[src/rtl/lsu_mem_ctrl_if.sv]
// Request/response and RAM-side signals of the load/store controller.
// The slave modport is the controller; the master modport is the core plus RAM.
interface lsu_mem_ctrl_if;
  logic        req_valid;
  logic        req_ready;
  logic        req_we;
  logic [2:0]  req_funct3;
  logic [17:0] req_addr;
  logic [31:0] req_wdata;
  logic        rsp_valid;
  logic [31:0] rsp_rdata;
  logic        rsp_err;
  logic [15:0] mem_addr;
  logic        mem_read;
  logic [3:0]  mem_write;
  logic [31:0] mem_wdata;
  logic [31:0] mem_rdata;

  modport slave (
    input  req_valid, req_we, req_funct3, req_addr, req_wdata, mem_rdata,
    output req_ready, rsp_valid, rsp_rdata, rsp_err, mem_addr, mem_read, mem_write, mem_wdata
  );

  modport master (
    output req_valid, req_we, req_funct3, req_addr, req_wdata, mem_rdata,
    input  req_ready, rsp_valid, rsp_rdata, rsp_err, mem_addr, mem_read, mem_write, mem_wdata
  );
endinterface

[src/rtl/lsu_mem_ctrl.sv]
// Byte/half/word load-store controller in front of a word-only RAM. Accesses that
// cross a word boundary are split into two RAM transactions.
module lsu_mem_ctrl (
  input  logic         clk,
  input  logic         rst_n,
  lsu_mem_ctrl_if.slave bus
);

  typedef enum logic [2:0] {StIdle, StIssue0, StIssue1, StData, StResp} state_e;

  state_e      state_q, state_d;
  logic        we_q;
  logic [2:0]  f3_q;
  logic [17:0] addr_q;
  logic [31:0] wdata_q;
  logic [31:0] word0_q;

  logic        rsp_valid_q, rsp_err_q, mem_read_q;
  logic [31:0] rsp_rdata_q, mem_wdata_q;
  logic [15:0] mem_addr_q;
  logic [3:0]  mem_write_q;

  logic        idle, c_we, c_err, split;
  logic [2:0]  c_f3;
  logic [17:0] c_addr;
  logic [31:0] c_wdata;
  logic [1:0]  c_off;
  logic [3:0]  smask;
  logic [7:0]  mask8;
  logic [63:0] wide, raw64;
  logic [31:0] raw, ext;

  assign idle = (state_q == StIdle);

  // In IDLE the live request drives the datapath so ISSUE0 outputs can be registered
  // at the accept edge; afterwards the latched copy is used.
  always_comb begin
    c_we    = idle ? bus.req_we     : we_q;
    c_f3    = idle ? bus.req_funct3 : f3_q;
    c_addr  = idle ? bus.req_addr   : addr_q;
    c_wdata = idle ? bus.req_wdata  : wdata_q;
    c_off   = c_addr[1:0];

    smask = 4'b0000;
    unique case (c_f3[1:0])
      2'b00:   smask = 4'b0001;
      2'b01:   smask = 4'b0011;
      2'b10:   smask = 4'b1111;
      default: smask = 4'b0000;
    endcase
    mask8 = {4'b0000, smask} << c_off;
    split = |mask8[7:4];
    wide  = {32'b0, c_wdata} << {c_off, 3'b000};

    if (c_we) c_err = c_f3[2] || (c_f3[1:0] == 2'b11);
    else      c_err = (c_f3[1:0] == 2'b11) || (c_f3[2] && c_f3[1]);

    // Split loads keep word0 from ISSUE1; the word in mem_rdata now is the last one issued.
    raw64 = split ? {bus.mem_rdata, word0_q} : {32'b0, bus.mem_rdata};
    raw   = raw64[31:0];
    raw   = 32'(raw64 >> {c_off, 3'b000});

    ext = raw;
    case (c_f3)
      3'b000:  ext = {{24{raw[7]}}, raw[7:0]};
      3'b001:  ext = {{16{raw[15]}}, raw[15:0]};
      3'b100:  ext = {24'b0, raw[7:0]};
      3'b101:  ext = {16'b0, raw[15:0]};
      default: ext = raw;
    endcase
  end

  always_comb begin
    state_d = state_q;
    unique case (state_q)
      StIdle:   if (bus.req_valid) state_d = c_err ? StResp : StIssue0;
      StIssue0: state_d = split ? StIssue1 : (c_we ? StResp : StData);
      StIssue1: state_d = c_we ? StResp : StData;
      StData:   state_d = StResp;
      StResp:   state_d = StIdle;
      default:  state_d = StIdle;
    endcase
  end

  always_ff @(posedge clk) begin
    if (!rst_n) begin
      state_q     <= StIdle;
      we_q        <= 1'b0;
      f3_q        <= 3'b0;
      addr_q      <= 18'b0;
      wdata_q     <= 32'b0;
      word0_q     <= 32'b0;
      rsp_valid_q <= 1'b0;
      rsp_err_q   <= 1'b0;
      rsp_rdata_q <= 32'b0;
      mem_addr_q  <= 16'b0;
      mem_read_q  <= 1'b0;
      mem_write_q <= 4'b0;
      mem_wdata_q <= 32'b0;
    end else begin
      state_q <= state_d;
      if (idle && bus.req_valid) begin
        we_q    <= bus.req_we;
        f3_q    <= bus.req_funct3;
        addr_q  <= bus.req_addr;
        wdata_q <= bus.req_wdata;
      end
      if (state_q == StIssue1) word0_q <= bus.mem_rdata;

      mem_read_q  <= 1'b0;
      mem_write_q <= 4'b0;
      if (state_d == StIssue0) begin
        mem_addr_q <= c_addr[17:2];
        if (c_we) begin
          mem_write_q <= mask8[3:0];
          mem_wdata_q <= wide[31:0];
        end else begin
          mem_read_q <= 1'b1;
        end
      end else if (state_d == StIssue1) begin
        mem_addr_q <= c_addr[17:2] + 16'd1;
        if (c_we) begin
          mem_write_q <= mask8[7:4];
          mem_wdata_q <= wide[63:32];
        end else begin
          mem_read_q <= 1'b1;
        end
      end

      rsp_valid_q <= (state_d == StResp);
      rsp_err_q   <= (state_d == StResp) && c_err;
      rsp_rdata_q <= (state_q == StData) ? ext : 32'b0;
    end
  end

  assign bus.req_ready = idle;
  assign bus.rsp_valid = rsp_valid_q;
  assign bus.rsp_err   = rsp_err_q;
  assign bus.rsp_rdata = rsp_rdata_q;
  assign bus.mem_addr  = mem_addr_q;
  assign bus.mem_read  = mem_read_q;
  assign bus.mem_write = mem_write_q;
  assign bus.mem_wdata = mem_wdata_q;

endmodule

[src/flat_wrapper.sv]
// flat-port wrapper written by rule: the top's interface ports become plain ports
module lsu_mem_ctrl_flat 
  (clk, rst_n, bus_req_valid, bus_req_we, bus_req_funct3, bus_req_addr, bus_req_wdata, bus_mem_rdata, bus_req_ready, bus_rsp_valid, bus_rsp_rdata, bus_rsp_err, bus_mem_addr, bus_mem_read, bus_mem_write, bus_mem_wdata);
  lsu_mem_ctrl_if bus_i ();
  input  logic clk;
  input  logic rst_n;
  input wire logic [$bits(bus_i.req_valid)-1:0] bus_req_valid;
  input wire logic [$bits(bus_i.req_we)-1:0] bus_req_we;
  input wire logic [$bits(bus_i.req_funct3)-1:0] bus_req_funct3;
  input wire logic [$bits(bus_i.req_addr)-1:0] bus_req_addr;
  input wire logic [$bits(bus_i.req_wdata)-1:0] bus_req_wdata;
  input wire logic [$bits(bus_i.mem_rdata)-1:0] bus_mem_rdata;
  output wire logic [$bits(bus_i.req_ready)-1:0] bus_req_ready;
  output wire logic [$bits(bus_i.rsp_valid)-1:0] bus_rsp_valid;
  output wire logic [$bits(bus_i.rsp_rdata)-1:0] bus_rsp_rdata;
  output wire logic [$bits(bus_i.rsp_err)-1:0] bus_rsp_err;
  output wire logic [$bits(bus_i.mem_addr)-1:0] bus_mem_addr;
  output wire logic [$bits(bus_i.mem_read)-1:0] bus_mem_read;
  output wire logic [$bits(bus_i.mem_write)-1:0] bus_mem_write;
  output wire logic [$bits(bus_i.mem_wdata)-1:0] bus_mem_wdata;
  assign bus_i.req_valid = bus_req_valid;
  assign bus_i.req_we = bus_req_we;
  assign bus_i.req_funct3 = bus_req_funct3;
  assign bus_i.req_addr = bus_req_addr;
  assign bus_i.req_wdata = bus_req_wdata;
  assign bus_i.mem_rdata = bus_mem_rdata;
  assign bus_req_ready = bus_i.req_ready;
  assign bus_rsp_valid = bus_i.rsp_valid;
  assign bus_rsp_rdata = bus_i.rsp_rdata;
  assign bus_rsp_err = bus_i.rsp_err;
  assign bus_mem_addr = bus_i.mem_addr;
  assign bus_mem_read = bus_i.mem_read;
  assign bus_mem_write = bus_i.mem_write;
  assign bus_mem_wdata = bus_i.mem_wdata;
  lsu_mem_ctrl u_core (.clk(clk), .rst_n(rst_n), .bus(bus_i));
endmodule
[config.mk]
export PLATFORM = sky130hd
export DESIGN_NAME = lsu_mem_ctrl_flat
export DESIGN_NICKNAME = d
export VERILOG_FILES = /design/src/rtl/lsu_mem_ctrl_if.sv /design/src/rtl/lsu_mem_ctrl.sv /design/src/flat_wrapper.sv
export SDC_FILE = /design/constraint.sdc
export NUM_CORES = 1
export LEC_CHECK = 0
export ABC_CLOCK_PERIOD_IN_PS = 9370
export CAP_MARGIN = 5
export CELL_PAD_IN_SITES_DETAIL_PLACEMENT = 1
export CELL_PAD_IN_SITES_GLOBAL_PLACEMENT = 2
export CORE_UTILIZATION = 33
export DETAILED_ROUTE_END_ITERATION = 8
export HOLD_SLACK_MARGIN = 0.06
export PLACE_DENSITY_LB_ADDON = 0.1
export SETUP_SLACK_MARGIN = 0.2
export SYNTH_ARGS = -nofsm -noshare
export SYNTH_HDL_FRONTEND = slang
export SYNTH_SLANG_ARGS = --single-unit
[constraint.sdc]
create_clock -name clk -period 9.37 [get_ports clk]
set_input_delay 1.874 -clock clk [delete_from_list [all_inputs] [get_ports clk]]
set_output_delay 1.874 -clock clk [all_outputs]
set_load 0.02 [all_outputs]
==> results.py <==
metrics = {
    "sta": {
        "worstMarginPinSlew_ns": 1.11,
        "fin_skew_ns": 0.0202,
        "max-slew-margin-rel": 0.256,
        "setup_viol": 0,
        "timing_hold_violations_final": 0,
        "fin_ws_ns": 3.75,
        "final.period_utilization": 0.599,
        "max_clock_freq_mhz": 178,
        "min_period_ns": 5.62,
        "holdWs_ns": 0.458,
        "rsz0062_at_grt": "false",
        "setup_tns_ns": 0,
        "slew_violations": 0,
    },
    "logic_synthesis": {
        "yosys.area.top_type": "dfxtp_1",
        "syn_nets": 1312,
        "synthFlopType": "dfxtp_1",
        "avgSynthCellArea_um2": 7.80,
        "synth_cell_types": 70,
        "syn_inst": 1218,
        "ys_ff_latch": 175,
        "synthTopCellsByArea": "dfxtp_1, nand2_1, a21oi_1",
        "synth_edf_count": 0,
        "synth_top_area_frac": 0.369,
        "yosysSeqAreaShare": 0.369,
        "yosys_warnings": 0,
        "async_flop_share": 0,
        "syn_area_mm2": 0.00950,
    },
    "cts": {
        "root_buffer": "clkbuf_16",
        "tritoncts": "built",
        "cts.sinks": 175,
        "ctsResizeCount": 0,
        "path_clk_slew_ns": 0.08,
        "clock_latency_ns": 0.45,
        "post_cts_buffers": 0,
        "numCtsBuffers": 17,
        "htree_levels": 4,
        "cts.path.max_buffers": 2,
        "cts_hold_repair.buffers": 0,
    },
    "setup_path": {
        "cpMaxStageDelayCell": "o211ai_2",
        "crit_required_ns": 9.63,
        "path_class": "input pin to flop",
        "critPathMaxFanout": 27,
        "cp-start-kind": "input pin",
        "worst-path-buf-inv": 2,
        "cp.depth": 10,
        "cp-end-kind": "flop",
        "crit_chain": "clkdlybuf4s50_1 > mux2_2 > ha_1 > buf_4 > o21ai_1 > nand3_1 > nand2_1 > a211oi_1 > o211ai_2 > o2111ai_1",
        "cpPeakStageDelay_ns": 0.89,
        "crit_arrival_ns": 5.88,
        "worstRegToRegCells": 12,
        "cpLargestDelayFamily": "compound AO/OA/AOI/OAI gates",
    },
    "detailed_routing": {
        "wl_per_cell_um": 20.6,
        "vias": 9526,
        "ant_nets": 0,
        "viasPerCell": 5.54,
        "drt_iter0_drc": 609,
        "remaining_drc_errors": 0,
        "drt_first_pass_iters": 5,
        "totalWireLength_um": 35400,
    },
    "final_layout": {
        "layout_common_cells": "nand2_1, clkdlybuf4s50_1, dfxtp_1",
        "drive_above_1_share": 0.0791,
        "fin_util": 0.428,
        "final_area_mm2": 0.0120,
        "layout_commonest_cell": "nand2_1",
        "area_growth_pct": 26.4,
        "fin_nets": 1421,
        "diodes": 0,
        "num-fill-cells": 3370,
    },
    "power_and_ir_drop": {
        "leakage_nw": 4.35,
        "max-vdd-ir-drop_uv": 179,
        "pwr_density_cell_mw_per_mm2": 336,
        "power_frac_seq": 0.251,
        "power.clock.fraction": 0.180,
        "swShare": 0.493,
        "p_sw_mw": 1.99,
        "p_int_mw": 2.05,
        "combPwrFrac": 0.569,
    },
    "run": {
        "cap_violations": 0,
    },
    "placed_design": {
        "post_dp_cell_area_mm2": 0.0114,
        "io_buffers": 176,
        "pre_cts_slack_ns": 3.39,
        "place_hpwl_um": 25300,
        "gp_congestion": 0.911,
    },
    "global_route": {
        "grt_usage": 0.243,
        "grt_overflow_total": 0,
        "grt_pass1_wl_um": 54200,
        "grt_pass1_vias": 9241,
        "grt_max_degree": 78,
        "antenna_found_initial": 0,
    },
    "floorplan": {
        "initial_utilization": 0.339,
        "core_mm2": 0.0280,
        "dieWidth_um": 172,
        "io_pins": 177,
        "design.die.area_mm2": 0.0295,
        "num_rows": 61,
        "fp.dieH_um": 172,
    },
    "run_status": {
        "outcome": "finished, final reports clean",
    },
    "hold_path": {
        "hold_class": "flop to flop",
        "hold_path_depth": 2,
    },
}
==> layer usage <==
metal  track usage  vias to the layer above  routed length, um
li1              -                     4573                  -
met2         0.398                      243              16400
met5             0                        -                  0
met4        0.0656                        0                710
met3        0.0338                       46               1460
met1         0.330                     4664              16800
==> cells by family after synthesis <==
family,share of synthesized area
compound gates,0.262
fa+ha+maj,0.00659
mux,0.0970
buf+inv,0.0523
flops,0.369
simple gates,0.207
xor+xnor,0.00646
==> synthesized netlist by cell type (all sizes together), types with 5 or more instances <==
| cell type | number |
|---|---|
| o2bb2ai | 15 |
| a311o | 7 |
| o2111ai | 5 |
| nor2b | 14 |
| nor3 | 14 |
| o21ai | 57 |
| a31oi | 14 |
| mux2i | 56 |
| a2bb2oi | 8 |
| a22oi | 15 |
| o41ai | 8 |
| mux4 | 7 |
| inv | 8 |
| a21oi | 162 |
| o21a | 6 |
| and3 | 14 |
| buf | 45 |
| nand2 | 263 |
| dfxtp | 175 |
| ha | 5 |
| a21boi | 6 |
| nor2 | 89 |
| a211oi | 34 |
| a32oi | 9 |
| clkbuf | 59 |
| nand4 | 5 |
| nand3 | 45 |
| mux2 | 18 |
==> tightest hold or removal path, stage by stage, from the launching register on <==
cell and delay (ns):
dfxtp_1 0.31, nand2_1 0.05, a21oi_1 0.05
==> metrics by stage <==
step	std cells	power, mW
CTS	1718	4.06
global placement	1686	3.29
global route	1718	4.30
detailed placement	1686	3.32
finish	1718	4.04
floorplan	1218	2.64
==> state kept, by name, summed over array words and instances, names as in the netlist <==
name,cells
u_core.bus.mem_addr,16
u_core.bus.mem_write,4
u_core.word0_q,31
u_core.bus.rsp_rdata,32
u_core.state_q,3
u_core.bus.mem_wdata,32
u_core.bus.mem_read,1
u_core.we_q,1
u_core.f3_q,3
u_core.wdata_q,32
u_core.bus.rsp_valid,1
u_core.bus.rsp_err,1
u_core.addr_q,18
==> cell type report <==
cell class	count	area (um2)	share of cell area
multi-input cells	931	5510	0.459
clock buffers	17	425	0.0354
repair buffers	194	1890	0.158
clock inverters	15	163	0.0136
well taps	378	473	0.0394
inverters	8	31.3	0.00261
flip-flops and latches	175	3500	0.292
==> path summary, 6_finish.rpt <==
path,slack [ns],endpoint,start
max,3.75,u_core.bus.rsp_rdata[28],bus_req_funct3[1]
min,0.46,u_core.wdata_q[2],u_core.wdata_q[2]
max reg2reg,4.03,u_core.bus.rsp_rdata[28],u_core.state_q[0]
min reg2reg,0.46,u_core.wdata_q[2],u_core.wdata_q[2]
==> power by group through the flow <==
stage	registers [mW]	logic, mW	clock network [mW]
2_1_floorplan	1.05	1.59	0
3_3_place_gp	1.03	2.26	0
3_5_place_dp	1.03	2.30	0
4_1_cts	1.01	2.30	0.743
5_1_grt	1.03	2.49	0.771
6_report	1.01	2.30	0.726
Note: power is estimated with default switching activity, not from simulation.
